--- src/rtl/multdiv_pkg.sv ---
// Shared definitions for the iterative multiply/divide unit: state encoding,
// iteration count and a small magnitude helper.
package multdiv_pkg;

  typedef enum logic [1:0] {
    ST_IDLE = 2'd0,
    ST_MULT = 2'd1,
    ST_DIV  = 2'd2,
    ST_DONE = 2'd3
  } state_e;

  localparam int          ITERS   = 32;
  localparam int          CNT_W   = 5;
  localparam logic [31:0] INT_MIN = 32'h8000_0000;

  // INT_MIN maps to 0x80000000, which is correct when read as unsigned.
  function automatic logic [31:0] mag32(input logic [31:0] v);
    return v[31] ? (~v + 32'd1) : v;
  endfunction

endpackage

--- src/rtl/multdiv_counter.sv ---
// Iteration counter: synchronous clear, count enable, terminal count on the
// last iteration so the controller can leave the iterate state on that edge.
module multdiv_counter
  import multdiv_pkg::*;
#(
  parameter int LAST = ITERS - 1
) (
  input  logic clock,
  input  logic ctrl_reset,
  input  logic clr,
  input  logic en,
  output logic tc
);

  logic [CNT_W-1:0] count_q, count_d;

  always_comb begin
    count_d = count_q;
    if (clr)     count_d = '0;
    else if (en) count_d = count_q + CNT_W'(1);
  end

  always_ff @(posedge clock or posedge ctrl_reset) begin
    if (ctrl_reset) count_q <= '0;
    else            count_q <= count_d;
  end

  assign tc = (count_q == CNT_W'(LAST));

endmodule

--- src/rtl/register.sv ---
// Generic enabled holding register with asynchronous active-high clear.
module register #(
  parameter int WIDTH = 32
) (
  input  logic             clock,
  input  logic             ctrl_reset,
  input  logic             enable,
  input  logic [WIDTH-1:0] d,
  output logic [WIDTH-1:0] q
);

  logic [WIDTH-1:0] q_q, q_d;

  always_comb begin
    q_d = q_q;
    if (enable) q_d = d;
  end

  always_ff @(posedge clock or posedge ctrl_reset) begin
    if (ctrl_reset) q_q <= '0;
    else            q_q <= q_d;
  end

  assign q = q_q;

endmodule

--- src/rtl/multdiv_unit.sv ---
// Iterative signed 32-bit multiply (radix-2 Booth) / divide (non-restoring)
// unit, one iteration per clock with fixed latency.
//
// state | meaning
// IDLE  | no operation in flight
// MULT  | Booth iterations running
// DIV   | non-restoring division iterations running
// DONE  | result registered, ready pulse high this cycle
module multdiv_unit #(
  parameter int WIDTH = 32,
  parameter int ITERS = 32
) (
  input  logic             clock,
  input  logic             ctrl_reset,
  input  logic [WIDTH-1:0] data_operandA,
  input  logic [WIDTH-1:0] data_operandB,
  input  logic             ctrl_MULT,
  input  logic             ctrl_DIV,
  output logic [WIDTH-1:0] data_result,
  output logic             data_exception,
  output logic             data_resultRDY,
  output logic             data_busy
);

  import multdiv_pkg::state_e;
  import multdiv_pkg::ST_IDLE;
  import multdiv_pkg::ST_MULT;
  import multdiv_pkg::ST_DIV;
  import multdiv_pkg::ST_DONE;
  import multdiv_pkg::INT_MIN;
  import multdiv_pkg::mag32;

  state_e      state_q, state_d;
  // acc is shared: Booth high half (sign-extended) or division partial remainder
  logic [33:0] acc_q, acc_d;
  logic [31:0] qr_q, qr_d;
  logic [31:0] dvs_q, dvs_d;
  logic        ext_q, ext_d;
  logic        neg_q, neg_d;
  logic        dz_q, dz_d;
  logic        ovf_q, ovf_d;
  logic        rdy_q, rdy_d;

  logic        start, running, tc;
  logic        res_en, exc_d;
  logic [31:0] res_d;

  logic [33:0] booth_sum, m_acc_n, div_shift, div_rem;
  logic [31:0] m_qr_n, d_qr_n, quot, div_res;
  logic [63:0] product;
  logic        mult_exc, div_exc;

  assign start   = ctrl_MULT | ctrl_DIV;
  assign running = (state_q == ST_MULT) || (state_q == ST_DIV);

  always_comb begin
    booth_sum = acc_q;
    case ({qr_q[0], ext_q})
      2'b01:   booth_sum = acc_q + {{2{dvs_q[31]}}, dvs_q};
      2'b10:   booth_sum = acc_q - {{2{dvs_q[31]}}, dvs_q};
      default: booth_sum = acc_q;
    endcase
    m_acc_n  = {booth_sum[33], booth_sum[33:1]};
    m_qr_n   = {booth_sum[0], qr_q[31:1]};
    product  = {m_acc_n[31:0], m_qr_n};
    mult_exc = (product[63:32] != {32{product[31]}});

    div_shift = {acc_q[32:0], qr_q[31]};
    div_rem   = acc_q[33] ? (div_shift + {2'b00, dvs_q}) : (div_shift - {2'b00, dvs_q});
    d_qr_n    = {qr_q[30:0], ~div_rem[33]};
    quot      = neg_q ? (~d_qr_n + 32'd1) : d_qr_n;
    div_res   = dz_q ? 32'd0 : (ovf_q ? INT_MIN : quot);
    div_exc   = dz_q | ovf_q;
  end

  always_comb begin
    state_d = state_q;
    acc_d   = acc_q;
    qr_d    = qr_q;
    dvs_d   = dvs_q;
    ext_d   = ext_q;
    neg_d   = neg_q;
    dz_d    = dz_q;
    ovf_d   = ovf_q;
    rdy_d   = 1'b0;
    res_en  = 1'b0;
    res_d   = '0;
    exc_d   = 1'b0;
    if (start) begin
      acc_d = '0;
      ext_d = 1'b0;
      if (ctrl_MULT) begin
        state_d = ST_MULT;
        qr_d    = data_operandB;
        dvs_d   = data_operandA;
        neg_d   = 1'b0;
        dz_d    = 1'b0;
        ovf_d   = 1'b0;
      end else begin
        state_d = ST_DIV;
        qr_d    = mag32(data_operandA);
        dvs_d   = mag32(data_operandB);
        neg_d   = data_operandA[31] ^ data_operandB[31];
        dz_d    = (data_operandB == 32'd0);
        ovf_d   = (data_operandA == INT_MIN) && (data_operandB == 32'hFFFF_FFFF);
      end
    end else begin
      case (state_q)
        ST_MULT: begin
          acc_d = m_acc_n;
          qr_d  = m_qr_n;
          ext_d = qr_q[0];
          if (tc) begin
            state_d = ST_DONE;
            rdy_d   = 1'b1;
            res_en  = 1'b1;
            res_d   = product[31:0];
            exc_d   = mult_exc;
          end
        end
        ST_DIV: begin
          acc_d = div_rem;
          qr_d  = d_qr_n;
          if (tc) begin
            state_d = ST_DONE;
            rdy_d   = 1'b1;
            res_en  = 1'b1;
            res_d   = div_res;
            exc_d   = div_exc;
          end
        end
        ST_DONE: state_d = ST_IDLE;
        default: state_d = ST_IDLE;
      endcase
    end
  end

  always_ff @(posedge clock or posedge ctrl_reset) begin
    if (ctrl_reset) begin
      state_q <= ST_IDLE;
      acc_q   <= '0;
      qr_q    <= '0;
      dvs_q   <= '0;
      ext_q   <= 1'b0;
      neg_q   <= 1'b0;
      dz_q    <= 1'b0;
      ovf_q   <= 1'b0;
      rdy_q   <= 1'b0;
    end else begin
      state_q <= state_d;
      acc_q   <= acc_d;
      qr_q    <= qr_d;
      dvs_q   <= dvs_d;
      ext_q   <= ext_d;
      neg_q   <= neg_d;
      dz_q    <= dz_d;
      ovf_q   <= ovf_d;
      rdy_q   <= rdy_d;
    end
  end

  multdiv_counter #(.LAST(ITERS - 1)) u_cnt (
    .clock      (clock),
    .ctrl_reset (ctrl_reset),
    .clr        (start),
    .en         (running),
    .tc         (tc)
  );

  register #(.WIDTH(32)) u_res (
    .clock      (clock),
    .ctrl_reset (ctrl_reset),
    .enable     (res_en),
    .d          (res_d),
    .q          (data_result)
  );

  register #(.WIDTH(1)) u_exc (
    .clock      (clock),
    .ctrl_reset (ctrl_reset),
    .enable     (res_en),
    .d          (exc_d),
    .q          (data_exception)
  );

  assign data_resultRDY = rdy_q;
  assign data_busy      = running | start;

endmodule

--- config.mk ---
export PLATFORM = sky130hd
export DESIGN_NAME = multdiv_unit
export DESIGN_NICKNAME = d
export VERILOG_FILES = /design/src/rtl/multdiv_pkg.sv /design/src/rtl/multdiv_counter.sv /design/src/rtl/register.sv /design/src/rtl/multdiv_unit.sv
export SDC_FILE = /design/constraint.sdc
export NUM_CORES = 1
export LEC_CHECK = 0
export ABC_CLOCK_PERIOD_IN_PS = 15600
export BUFFER_PORTS_ARGS = -buffer_cell sky130_fd_sc_hd__buf_4
export CAP_MARGIN = 20
export CORE_AREA = 2 2 185 187
export DETAILED_ROUTE_END_ITERATION = 8
export DIE_AREA = 0 0 187 189
export GPL_TIMING_DRIVEN = 0
export SYNTH_ARGS = -nofsm -noshare
export SYNTH_HDL_FRONTEND = slang
export SYNTH_HIERARCHICAL = 1
export SYNTH_SLANG_ARGS = --single-unit
--- constraint.sdc ---
create_clock -name clock -period 15.6 [get_ports clock]
set_clock_uncertainty 0.2 [all_clocks]
set_input_delay 4.68 -clock clock [delete_from_list [all_inputs] [get_ports clock]]
set_output_delay 4.68 -clock clock [all_outputs]
set_load 0.02 [all_outputs]
# After elaboration in Yosys (flattened, before gate mapping)
# Cells that the tools add are included.
word_totals:
  in_bits: 68
  elab_cells: 79
  reg_bits: 143
  out_inout_bits: 35
op_classes:
  bitwise_logic: 8
  eq_ne: 9
  muxes: 35
  n_reduce_logical: 7
  add_sub_neg: 8
op_table:
  columns: ["op", "n"]
  rows:
  - ["$mux 32", 11]
  - ["$pmux 34 s2", 2]
  - ["$pmux 32 s2", 2]
  - ["$add 32x1->32 const B", 3]
  - ["$not 32->32", 3]
  - ["$mux 34", 2]
  - ["$eq 32x32->1 const B", 2]
  - ["$add 34x32->34", 1]
  - ["$add 34x34->34", 1]
  - ["$sub 34x32->34", 1]
  - ["$sub 34x34->34", 1]
  - ["$logic_not 32->1", 1]
  - ["$ne 32x32->1", 1]
  - ["$mux 1", 11]
  - ["$mux 5", 2]
  - ["$mux 2", 4]
  - ["$add 5x1->5 const B", 1]
  - ["$eq 5x5->1 const B", 1]
  - ["$eq 2x1->1 const B", 2]
  - ["$eq 2x2->1 const B", 2]
  - ["$reduce_bool 2->1", 2]
  - ["$ne 3x1->1 const B", 1]
  - ["$or 1x1->1", 3]
  - ["$reduce_bool 3->1", 1]
  - ["other kinds (6)", 6]

# Depth between registers and ports, before layout
logic_depth:
  ltp_word: 11
  mapped_depth: 31
  depth_no_buf: 30

# Hierarchy
# The synthesis kept the hierarchy.
modules_own_cells:
  columns: ["module", "n_inst", "cells_per_inst", "area_each_um2", "seq_area_each_um2"]
  rows:
  - ["multdiv_unit", 1, 1826, 13153.9, 2627.5]
  - ["register (u_res)", 1, 69, 1348.8, 800.8]
  - ["multdiv_counter", 1, 23, 281.5, 125.1]
  - ["register (u_exc)", 1, 3, 43.8, 25.0]

# Least setup slack after synthesis
# OpenSTA, ideal clock, no wires.
synth_path:
  path_kind: "input port to output port"
  start: "in ctrl_MULT"
  end: "out data_busy"
  path_stages: 4
  setup_slack_ns: 5.334
  required_ns: 10.720
  arrival_ns: 5.386
  path_buffers: 2
  cell_sequence: "clkbuf_1 nor2_1 clkbuf_1 nand2_1"
synth_via:
  elab_chain_cells: 2
synth_lines:
  columns: ["item", "line", "rtl"]
  rows:
  - ["start: declaration", "multdiv_unit.sv:17", "input logic ctrl_MULT,"]
  - ["$or 1x1->1", "multdiv_unit.sv:53", "assign start = ctrl_MULT | ctrl_DIV;"]
  - ["$or 1x1->1", "multdiv_unit.sv:187", "assign data_busy = running | start;"]
  - ["end: declaration", "multdiv_unit.sv:22", "output logic data_busy"]
# No other way between the ends.

# Worst setup path in the final report
# Ends and elaborated chain as after synthesis.

==> results_dict.tcl <==
set metrics [dict create \
    utilization_pct 50.6 \
    drive_gt1_share_pct 9.74 \
    die_w_um 187 \
    dp_hpwl_um 43800 \
    grt_max_degree 83 \
    avgSynthCellArea_um2 7.72 \
    dp_slack_ns 4.76 \
    avgRoutedWirePerCell_um 22.4 \
    detail_route.first_pass.iterations 6 \
    cap_violations 0 \
    clk_root_buffer_cell "clkbuf_16" \
    seqPwrFrac_pct 28.7 \
    ctsHoldBuffers 0 \
    yosysWarnings 6 \
    grt_overflow 0 \
    vias_per_cell 6.14 \
    hold_viol_final 0 \
    r2r.worst_path.cells 31 \
    reg2reg_from "dvs_q[0]" \
    synth_cell_types 77 \
    ir_drop_v 0.0000700 \
    rows 67 \
    cts_made_buffers 17 \
    setup_viol 0 \
    critPathMaxFanout 10 \
    finalPower_w 0.00154 \
    clock_latency_ns 0.45 \
    vias 15400 \
    nets 2187 \
    maxSlewViolCount 0 \
    maxSlewHeadroom_pct 28.5 \
    ff2ff_setup_slack_ns 7.27 \
    yosysTopAreaCellShare_pct 24.1 \
    die_h_um 189 \
    drc 0 \
    port_buffers 99 \
    rsz0062_at_grt "false" \
    multi_input_area_um2 10500 \
    worst_slack_ns 4.75 \
    tightestPinTransition_ns 1.07 \
    cp-end-kind "output pin" \
    start_kind "input pin" \
    syn_nets 2067 \
    boundaryPins 103 \
    holdPathEnd "u_res/q[11]" \
    intPower_w 0.000903 \
    p_sw_w 0.000635 \
    crit_path_top_delay_cell "clkbuf_1" \
    p_per_area_nw_per_um2 91.4 \
    htreeDepth 4 \
    ys.flop_type "dfrtp_1" \
    core_um2 33300 \
    antenna_found_initial 0 \
    clkTransAtPathRegs_ns 0.07 \
    cts_resized 0 \
    area_growth_syn_to_layout_pct 13.5 \
    drt-total-wl_um 56000 \
    comb_power_share_pct 41.8 \
    seqCellArea_um2 3580 \
    worstHoldStart "u_res/q[11]" \
    cts_sinks 143 \
    clockBufferDepth 2 \
    synth_area_leader_cell "dfrtp_1" \
    nFillCells 3285 \
    setup-tns-final_ns 0 \
    drtIter0Drc 1416 \
    synth-seq-cells 143 \
    cts_setup_buffers 0 \
    synth_cells 1921 \
    ant_nets 0 \
    synth_area_leaders "dfrtp_1 (24%), ha_1 (6.4%), xor2_1 (6.3%), o21ai_0 (5.7%), xnor2_1 (5.6%)" \
    status "completed" \
    fmax_ghz 0.0922 \
    cts_tree "built" \
    hp-class "flip-flop to flip-flop" \
    max_stage_delay_ns 0.47 \
    path_cells "clkbuf_1 > nor2_1 > clkbuf_1 > nand2_1 > buf_4" \
    power.share.switching_pct 41.3 \
    holdPathStages 1 \
    synth_edf_count 0 \
    r2r-end "u_res/q[22]" \
    p_clk_share_pct 29.5 \
    seq_area_frac_synth_pct 24.1 \
    power.leakage_nw 7.06 \
    crit_top_cell "clkbuf_1" \
    die-area_um2 35300 \
    critical_path_class "input pin to output pin" \
    grt_usage_pct 31.5 \
    post-route-period-util_pct 69.5 \
    arrival_ns 5.97 \
    grt_pass1_wl_um 86000 \
    diodes 0 \
    gp_congestion 0.999 \
    grt_pass1_vias 14700 \
    netlist_area_um2 14800 \
    required_ns 10.72 \
    synth_async_sr_flop_share_pct 100 \
    min_period_ns 10.85 \
    start_util_pct 44.6 \
]
==> power by group through the flow <==
| stage | sequential (W) | clock, W | combinational, W |
|---|---|---|---|
| 2_1_floorplan | 0.000427 | 0 | 0.000450 |
| 3_3_place_gp | 0.000445 | 0 | 0.000618 |
| 3_5_place_dp | 0.000446 | 0 | 0.000623 |
| 4_1_cts | 0.000439 | 0.000456 | 0.000629 |
| 5_1_grt | 0.000443 | 0.000473 | 0.000706 |
| 6_report | 0.000441 | 0.000454 | 0.000644 |
==> logic make-up (layout without fill, tap and decap cells) <==
logic type                 Yosys count  in the layout  synth area share, %
AOI/OAI and AO/OA                  595            595                 25.6
xor gates and xnor gates           202            202                 11.9
adders and majority gates           78             78                 6.68
buffers and inverters              179            312                 5.00
DFF                                143            143                 24.1
muxes                               64             64                 5.45
and+or+nand+nor                    660            660                 21.2
==> worst max-delay path by stage <==
stage                   start         to  slack [ns]  cells past startpoint
floorplan           ctrl_MULT  data_busy        5.33                      4
global placement    ctrl_MULT  data_busy        4.73                      5
detailed placement  ctrl_MULT  data_busy        4.76                      5
CTS                 ctrl_MULT  data_busy        4.76                      5
global route        ctrl_MULT  data_busy        4.71                      5
finish              ctrl_MULT  data_busy        4.75                      5
==> area by class of cell <==
type,instances,area share (%)
Timing Repair Buffer,101,4.74
Tap cell,448,3.33
Buffer,127,3.24
Clock buffer,21,2.86
Inverter,52,1.19
Sequential cell,143,21.3
Clock inverter,11,0.907
Multi-Input combinational cell,1599,62.5
==> flip-flops by register name, indices dropped and copies added (netlist names) <==
register / count
acc_q: 34
data_resultRDY: 1
dvs_q: 32
dz_q: 1
ext_q: 1
neg_q: 1
ovf_q: 1
qr_q: 32
state_q: 2
u_cnt/count_q: 5
u_exc/q: 1
u_res/q: 32
==> synth_stat cells (all sizes together), types with 7 or more instances <==
master	count
a211oi	76
a21o	34
a21oi	127
a221oi	9
a22oi	21
a31oi	18
and2	15
and3	16
buf	26
clkbuf	101
dfrtp	143
ha	76
inv	51
mux2	38
mux2i	26
nand2	189
nand2b	10
nand3	24
nand3b	7
nand4	26
nor2	218
nor2b	35
nor3	32
nor3b	7
nor4	18
o211ai	13
o21a	13
o21ai	174
o22ai	8
o31ai	37
o41ai	12
or3	31
or4	16
xnor2	95
xor2	107
==> layer usage <==
metal / part of all wire (%) / track usage, % / wire [um]
met1: 42 / 41.7 / 23800
met2: 47 / 52.5 / 26100
met3: 7.1 / 3.56 / 4000
met4: 3.7 / 12.9 / 2080
met5: 0 / 0 / 0
==> cell usage in the layout, fill, tap and decap left out, types with 24 or more instances in the layout <==
cell type  Yosys  routed
nand4_1       25      25
xor2_1       107     107
mux2_4        32      32
xnor2_1       95      95
dfrtp_1      143     143
buf_4          1     100
mux2i_1       26      26
nor2b_1       35      35
o21ai_0      170     170
clkbuf_1     101     101
o31ai_1       36      36
inv_1         50      49
nor3_1        32      32
nand2_1      189     189
ha_1          76      76
or3_1         30      30
a21o_1        34      34
a21oi_1      127     127
nand3_1       24      24
a211oi_1      76      76
nor2_1       218     218
==> worst max-delay path, delay by kind of cell <==
kind | cells | cell delay (ns)
buf+inv | 3 | 0.90
simple gates | 2 | 0.37
==> stage by stage <==
step | cell area, um2 | hold slack [ns] | instances
floorplan | 14800 | 0.286 | 1921
global route | 16800 | 0.330 | 2502
CTS | 16800 | 0.317 | 2502
global placement | 16100 | 0.295 | 2468
finish | 16800 | 0.312 | 2502
detailed placement | 16200 | 0.294 | 2470
(Power assumes the default switching activity.)
